--- config.mk ---
export PLATFORM = sky130hd
export DESIGN_NAME = graphic_unit_sequencer
export DESIGN_NICKNAME = d
export VERILOG_FILES = /design/src/rtl/graphic_unit_sequencer.sv
export SDC_FILE = /design/constraint.sdc
export NUM_CORES = 1
export LEC_CHECK = 0
export CORE_MARGIN = 3
export CORE_UTILIZATION = 40
export DETAILED_ROUTE_END_ITERATION = 10
export PLACE_DENSITY = 0.76
export SLEW_MARGIN = 25
export SYNTH_ARGS = -nofsm -noshare
export SYNTH_HDL_FRONTEND = slang
export SYNTH_SLANG_ARGS = --single-unit
--- constraint.sdc ---
create_clock -name clk -period 3.2 [get_ports clk]
set_input_delay 0.32 -clock clk [delete_from_list [all_inputs] [get_ports clk]]
set_output_delay 0.32 -clock clk [all_outputs]
set_load 0.02 [all_outputs]
--- src/rtl/graphic_unit_sequencer.sv ---
// Scanline sequencer for a bank of graphic units: starts each enabled unit per line,
// forwards the active unit's pixel writes to the line buffer and guards each unit with a timeout.
module graphic_unit_sequencer #(
  parameter int unsigned NUM_UNITS  = 4,
  parameter int unsigned LINE_WIDTH = 320,
  parameter int unsigned NUM_LINES  = 240,
  parameter int unsigned TIMEOUT    = 1023
) (
  input  logic                    clk,
  input  logic                    reset,
  input  logic                    frame_start,
  input  logic [NUM_UNITS-1:0]    unit_en,
  output logic [11:0]             dy,
  output logic [NUM_UNITS-1:0]    start,
  input  logic [NUM_UNITS-1:0]    unit_done,
  input  logic [NUM_UNITS-1:0]    unit_wr,
  input  logic [NUM_UNITS*12-1:0] unit_dx,
  input  logic [NUM_UNITS-1:0]    unit_data,
  output logic                    lb_wr,
  output logic [11:0]             lb_addr,
  output logic                    lb_data,
  output logic                    line_ready,
  output logic                    frame_done,
  output logic                    busy,
  output logic [NUM_UNITS-1:0]    timeout_err
);

  localparam int unsigned DW = 12;
  localparam int unsigned UW = (NUM_UNITS > 1) ? $clog2(NUM_UNITS) : 1;
  localparam int unsigned CW = (TIMEOUT > 0) ? $clog2(TIMEOUT + 1) : 1;

  typedef enum logic [2:0] {
    S_IDLE, S_SELECT, S_ISSUE, S_WAIT, S_NEXT, S_LINE_END
  } state_t;

  state_t               state_q, state_d;
  logic [UW-1:0]        u_q, u_d;
  logic [NUM_UNITS-1:0] mask_q, mask_d;
  logic [CW-1:0]        cnt_q, cnt_d;
  logic [DW-1:0]        dy_q, dy_d;
  logic [NUM_UNITS-1:0] start_q, start_d;
  logic                 lb_wr_q, lb_wr_d;
  logic [DW-1:0]        lb_addr_q, lb_addr_d;
  logic                 lb_data_q, lb_data_d;
  logic                 line_ready_q, line_ready_d;
  logic                 frame_done_q, frame_done_d;
  logic                 busy_q, busy_d;
  logic [NUM_UNITS-1:0] terr_q, terr_d;

  logic [DW-1:0] cur_dx_c;
  logic          cur_wr_c, cur_data_c, cur_done_c;
  logic          last_unit_c, last_line_c;

  // Only the currently selected unit is visible to the sequencer.
  always_comb begin
    cur_dx_c    = unit_dx[DW*u_q +: DW];
    cur_wr_c    = unit_wr[u_q];
    cur_data_c  = unit_data[u_q];
    cur_done_c  = unit_done[u_q];
    last_unit_c = (u_q == UW'(NUM_UNITS - 1));
    last_line_c = (dy_q == DW'(NUM_LINES - 1));
  end

  always_comb begin
    state_d      = state_q;
    u_d          = u_q;
    mask_d       = mask_q;
    cnt_d        = cnt_q;
    dy_d         = dy_q;
    start_d      = '0;
    lb_wr_d      = 1'b0;
    lb_addr_d    = lb_addr_q;
    lb_data_d    = lb_data_q;
    line_ready_d = 1'b0;
    frame_done_d = 1'b0;
    terr_d       = terr_q;

    unique case (state_q)
      S_IDLE: begin
        if (frame_start) begin
          mask_d  = unit_en;
          terr_d  = '0;
          dy_d    = '0;
          u_d     = '0;
          state_d = S_SELECT;
        end
      end
      S_SELECT: begin
        if (mask_q[u_q]) begin
          start_d[u_q] = 1'b1;
          state_d      = S_ISSUE;
        end else begin
          state_d = S_NEXT;
        end
      end
      S_ISSUE: begin
        cnt_d   = '0;
        state_d = S_WAIT;
      end
      S_WAIT: begin
        cnt_d = cnt_q + CW'(1);
        // Writes outside the visible line are dropped rather than wrapped.
        if (cur_wr_c && (32'(cur_dx_c) < LINE_WIDTH)) begin
          lb_wr_d   = 1'b1;
          lb_addr_d = cur_dx_c;
          lb_data_d = cur_data_c;
        end
        if (cur_done_c) begin
          state_d = S_NEXT;
        end else if (cnt_d == CW'(TIMEOUT)) begin
          terr_d[u_q] = 1'b1;
          state_d     = S_NEXT;
        end
      end
      S_NEXT: begin
        if (last_unit_c) begin
          u_d          = '0;
          line_ready_d = 1'b1;
          frame_done_d = last_line_c;
          state_d      = S_LINE_END;
        end else begin
          u_d     = u_q + UW'(1);
          state_d = S_SELECT;
        end
      end
      S_LINE_END: begin
        if (last_line_c) begin
          state_d = S_IDLE;
        end else begin
          dy_d    = dy_q + DW'(1);
          state_d = S_SELECT;
        end
      end
      default: state_d = S_IDLE;
    endcase

    busy_d = (state_d != S_IDLE);
  end

  always_ff @(posedge clk) begin
    if (reset) begin
      state_q      <= S_IDLE;
      u_q          <= '0;
      mask_q       <= '0;
      cnt_q        <= '0;
      dy_q         <= '0;
      start_q      <= '0;
      lb_wr_q      <= 1'b0;
      lb_addr_q    <= '0;
      lb_data_q    <= 1'b0;
      line_ready_q <= 1'b0;
      frame_done_q <= 1'b0;
      busy_q       <= 1'b0;
      terr_q       <= '0;
    end else begin
      state_q      <= state_d;
      u_q          <= u_d;
      mask_q       <= mask_d;
      cnt_q        <= cnt_d;
      dy_q         <= dy_d;
      start_q      <= start_d;
      lb_wr_q      <= lb_wr_d;
      lb_addr_q    <= lb_addr_d;
      lb_data_q    <= lb_data_d;
      line_ready_q <= line_ready_d;
      frame_done_q <= frame_done_d;
      busy_q       <= busy_d;
      terr_q       <= terr_d;
    end
  end

  assign dy          = dy_q;
  assign start       = start_q;
  assign lb_wr       = lb_wr_q;
  assign lb_addr     = lb_addr_q;
  assign lb_data     = lb_data_q;
  assign line_ready  = line_ready_q;
  assign frame_done  = frame_done_q;
  assign busy        = busy_q;
  assign timeout_err = terr_q;

endmodule

==> impl_metrics.tcl <==
set metrics [dict create \
    status "complete, no violations" \
    power_leakage_nw 1.35 \
    crit_chain "mux4_2 -> o21a_1 -> nor2_1 -> nor3b_1" \
    post_synth_num_cell_types 59 \
    gp_congestion 0.810 \
    synth_edf_count 0 \
    rows 30 \
    htreeDepth 2 \
    syn_inst 314 \
    timing.final.hold_violations 0 \
    fin_tns_setup_ns 0 \
    firstDrtPassIters 4 \
    synth_top_area_share_pct 37.7 \
    period_needed_ns 2.30 \
    worst-path-buf-inv 0 \
    core_um2 6980 \
    drt_iter0_drc 138 \
    met2_usage_pct 30.5 \
    holdCritPathClass "flop to flop" \
    ir_drop_mv 0.222 \
    end_kind "flop" \
    num_io_pins 104 \
    clock_skew_ns 0.00704 \
    clk_pin_slew_ns 0.10 \
    maxSlewHeadroom_pct 48.8 \
    drcViolationCount 0 \
    final_cells 507 \
    fin_nets 484 \
    fmax_mhz 435 \
    cts_inserted_buffers 5 \
    grt_pass1_wl_um 12900 \
    drive_gt1_share_pct 10.7 \
    tightest_slew_ns 0.767 \
    drtAntennaViolNets 0 \
    reg2reg_from "u_q[0]$_SDFFE_PP0P_" \
    die_w_um 92.2 \
    grt.met1_usage_pct 23.9 \
    first_global_vias 2720 \
    cp_max_fo 15 \
    grt_overflow 0 \
    fin_crit_sh_pct 71.8 \
    die_h_um 92.2 \
    cts.sinks 56 \
    cts_hold_buf 0 \
    grt_usage_pct 18.6 \
    drv_cap 0 \
    start_util_pct 42.6 \
    antenna_cells 0 \
    ctsResizeCount 0 \
    grt_start_max_net_pins 32 \
    critical_path_arrival_ns 2.50 \
    place_inst 499 \
    pwr_density_cell_nw_per_um2 313 \
    cts_setup_buffers 0 \
    synth_flop_cell "dfxtp_1" \
    vias 2756 \
    die_area_um2 8510 \
    gr-usage-met3_pct 4.59 \
    syn-cell-area_um2 2970 \
    r2r_slack_ns 0.90 \
    port_buffers 103 \
    max_stage_delay_ns 0.83 \
    ys_warn_count 0 \
    via_per_inst 5.44 \
    clockBufferDepth 2 \
    reg2reg_depth 4 \
    yosys-top-cells-area "dfxtp_1 38%, mux4_2 9.1%, a21oi_1 4.9%, nand3_1 3.0%, ha_1 2.9%" \
    yosysTopAreaCell "dfxtp_1" \
    cts_root_buffer "clkbuf_8" \
    setup_viol 0 \
    wl_per_cell_um 15.5 \
    syn2layout_area_growth_pct 38.8 \
    drv_slew 0 \
    rsz0062_at_grt "false" \
    r2r_end "lb_addr[11]$_SDFFE_PP0P_" \
    start_kind "flop" \
    holdPathEnd "mask_q[1]$_SDFFE_PP0P_" \
    ys_seq_elements 56 \
    async_flop_share_pct 0 \
    synth_seq_area_share_pct 37.7 \
    busiest_layer "met2" \
    final_util_pct 59.1 \
    synth_nets 388 \
    drt_wl_total_um 7870 \
    clock_latency_ns 0.31 \
    crit_family "flip-flops" \
    cp_slowest_cell "dfxtp_1" \
    synth.avg_cell_area_um2 9.47 \
    min-delay-start "mask_q[1]$_SDFFE_PP0P_" \
    min_path_cells 2 \
    dpl.hpwl_um 6170 \
    cp.required_ns 3.40 \
    path_class "flop to flop" \
    antenna_found_initial 0 \
    cts_tree "done" \
]
[layer usage]
| layer | up-vias | share of wire, % |
|---|---|---|
| met5 | - | 0 |
| met4 | 0 | 2.3 |
| met3 | 20 | 6.0 |
| met2 | 82 | 50 |
| met1 | 1295 | 42 |
| li1 | 1359 | - |
[state kept, by name, summed over array words and instances, names as in the netlist, 2 cells and up]
register and flops:
u_q 2, cnt_q 10, dy 12, timeout_err 4, mask_q 4, start 4, state_q 3, lb_addr 12
[stage by stage]
stage | power [mW] | instance area [um2] | hold WS (ns) | setup WS [ns]
5_1_grt | 1.35 | 4130 | 0.487 | 0.725
2_1_floorplan | 0.819 | 2970 | 0.433 | 1.30
3_5_place_dp | 0.925 | 4040 | 0.452 | 0.885
6_report | 1.29 | 4130 | 0.463 | 0.901
4_1_cts | 1.30 | 4130 | 0.466 | 0.890
3_3_place_gp | 0.921 | 4040 | 0.443 | 0.886
[cells in the final DEF (no fill, tap or decap), types with 3 or more instances in the layout]
cell,netlist,routed
a21oi_1,29,29
nand2b_1,3,3
and2_1,5,5
nor3b_1,6,6
dfxtp_1,56,56
xnor2_1,8,8
nand4_1,5,5
nand3_1,18,18
o21ai_0,7,7
nor3_1,10,10
buf_4,2,6
nor2_1,23,23
inv_1,7,7
o21a_1,3,3
clkdlybuf4s50_1,0,103
mux4_2,12,12
and3_1,3,3
ha_1,7,7
nand2_1,20,20
xor2_1,4,4
nand3b_1,3,3
o21ai_1,9,9
or3_1,3,3
a211oi_1,4,4
clkbuf_8,1,5
a21o_1,6,6
a32o_1,4,4
[worst min-delay path: stages, from the launching register on]
cell	delay [ns]
dfxtp_1	0.32
nand2_1	0.05
a21oi_1	0.05
[cell usage after synthesis (all sizes together), types with 6 or more instances]
| cell | count |
|---|---|
| buf | 9 |
| dfxtp | 56 |
| mux4 | 12 |
| nor2 | 24 |
| a21oi | 29 |
| o21ai | 18 |
| xnor2 | 8 |
| nor3b | 6 |
| nand2 | 21 |
| a21o | 6 |
| inv | 7 |
| ha | 7 |
| clkbuf | 11 |
| nand3 | 18 |
| nor3 | 11 |
[how the worst max path moves through the flow]
stage                          endpoint  slack (ns)  cells past startpoint                 from
6_report       lb_addr[11]$_SDFFE_PP0P_        0.90                      4  u_q[0]$_SDFFE_PP0P_
5_1_grt        lb_addr[10]$_SDFFE_PP0P_        0.72                      4  u_q[0]$_SDFFE_PP0P_
4_1_cts        lb_addr[10]$_SDFFE_PP0P_        0.89                      4  u_q[0]$_SDFFE_PP0P_
3_5_place_dp   lb_addr[10]$_SDFFE_PP0P_        0.88                      6          unit_dx[47]
3_3_place_gp   lb_addr[10]$_SDFFE_PP0P_        0.89                      6          unit_dx[47]
2_1_floorplan       dy[11]$_SDFFE_PP0P_        1.30                      6   dy[0]$_SDFFE_PP0P_
[power by group]
group	switching [mW]	internal [mW]
combinational	0.0745	0.116
clock	0.228	0.157
sequential	0.0135	0.705
total	0.316	0.978
[kinds of logic (layout without fill, tap and decap cells)]
group / after synthesis / after routing / synth area share, %
AND/OR/NAND/NOR: 120 / 120 / 23.3
AO/OA/AOI/OAI: 78 / 78 / 17.4
flip-flops: 56 / 56 / 37.7
buffers and inverters: 27 / 124 / 5.13
multiplexers: 14 / 14 / 9.97
XOR/XNOR: 12 / 12 / 3.53
adder cells (fa/ha/maj): 7 / 7 / 2.94
[area by class of cell]
cell class	count	area, um2
repair buffers	109	1080
well taps	96	120
clock buffers	7	76.3
inverters	7	26.3
clock inverters	1	8.76
flip-flops and latches	56	1120
fillers	628	2850
multi-input cells	231	1700
Note: power is estimated with default switching activity, not from simulation.
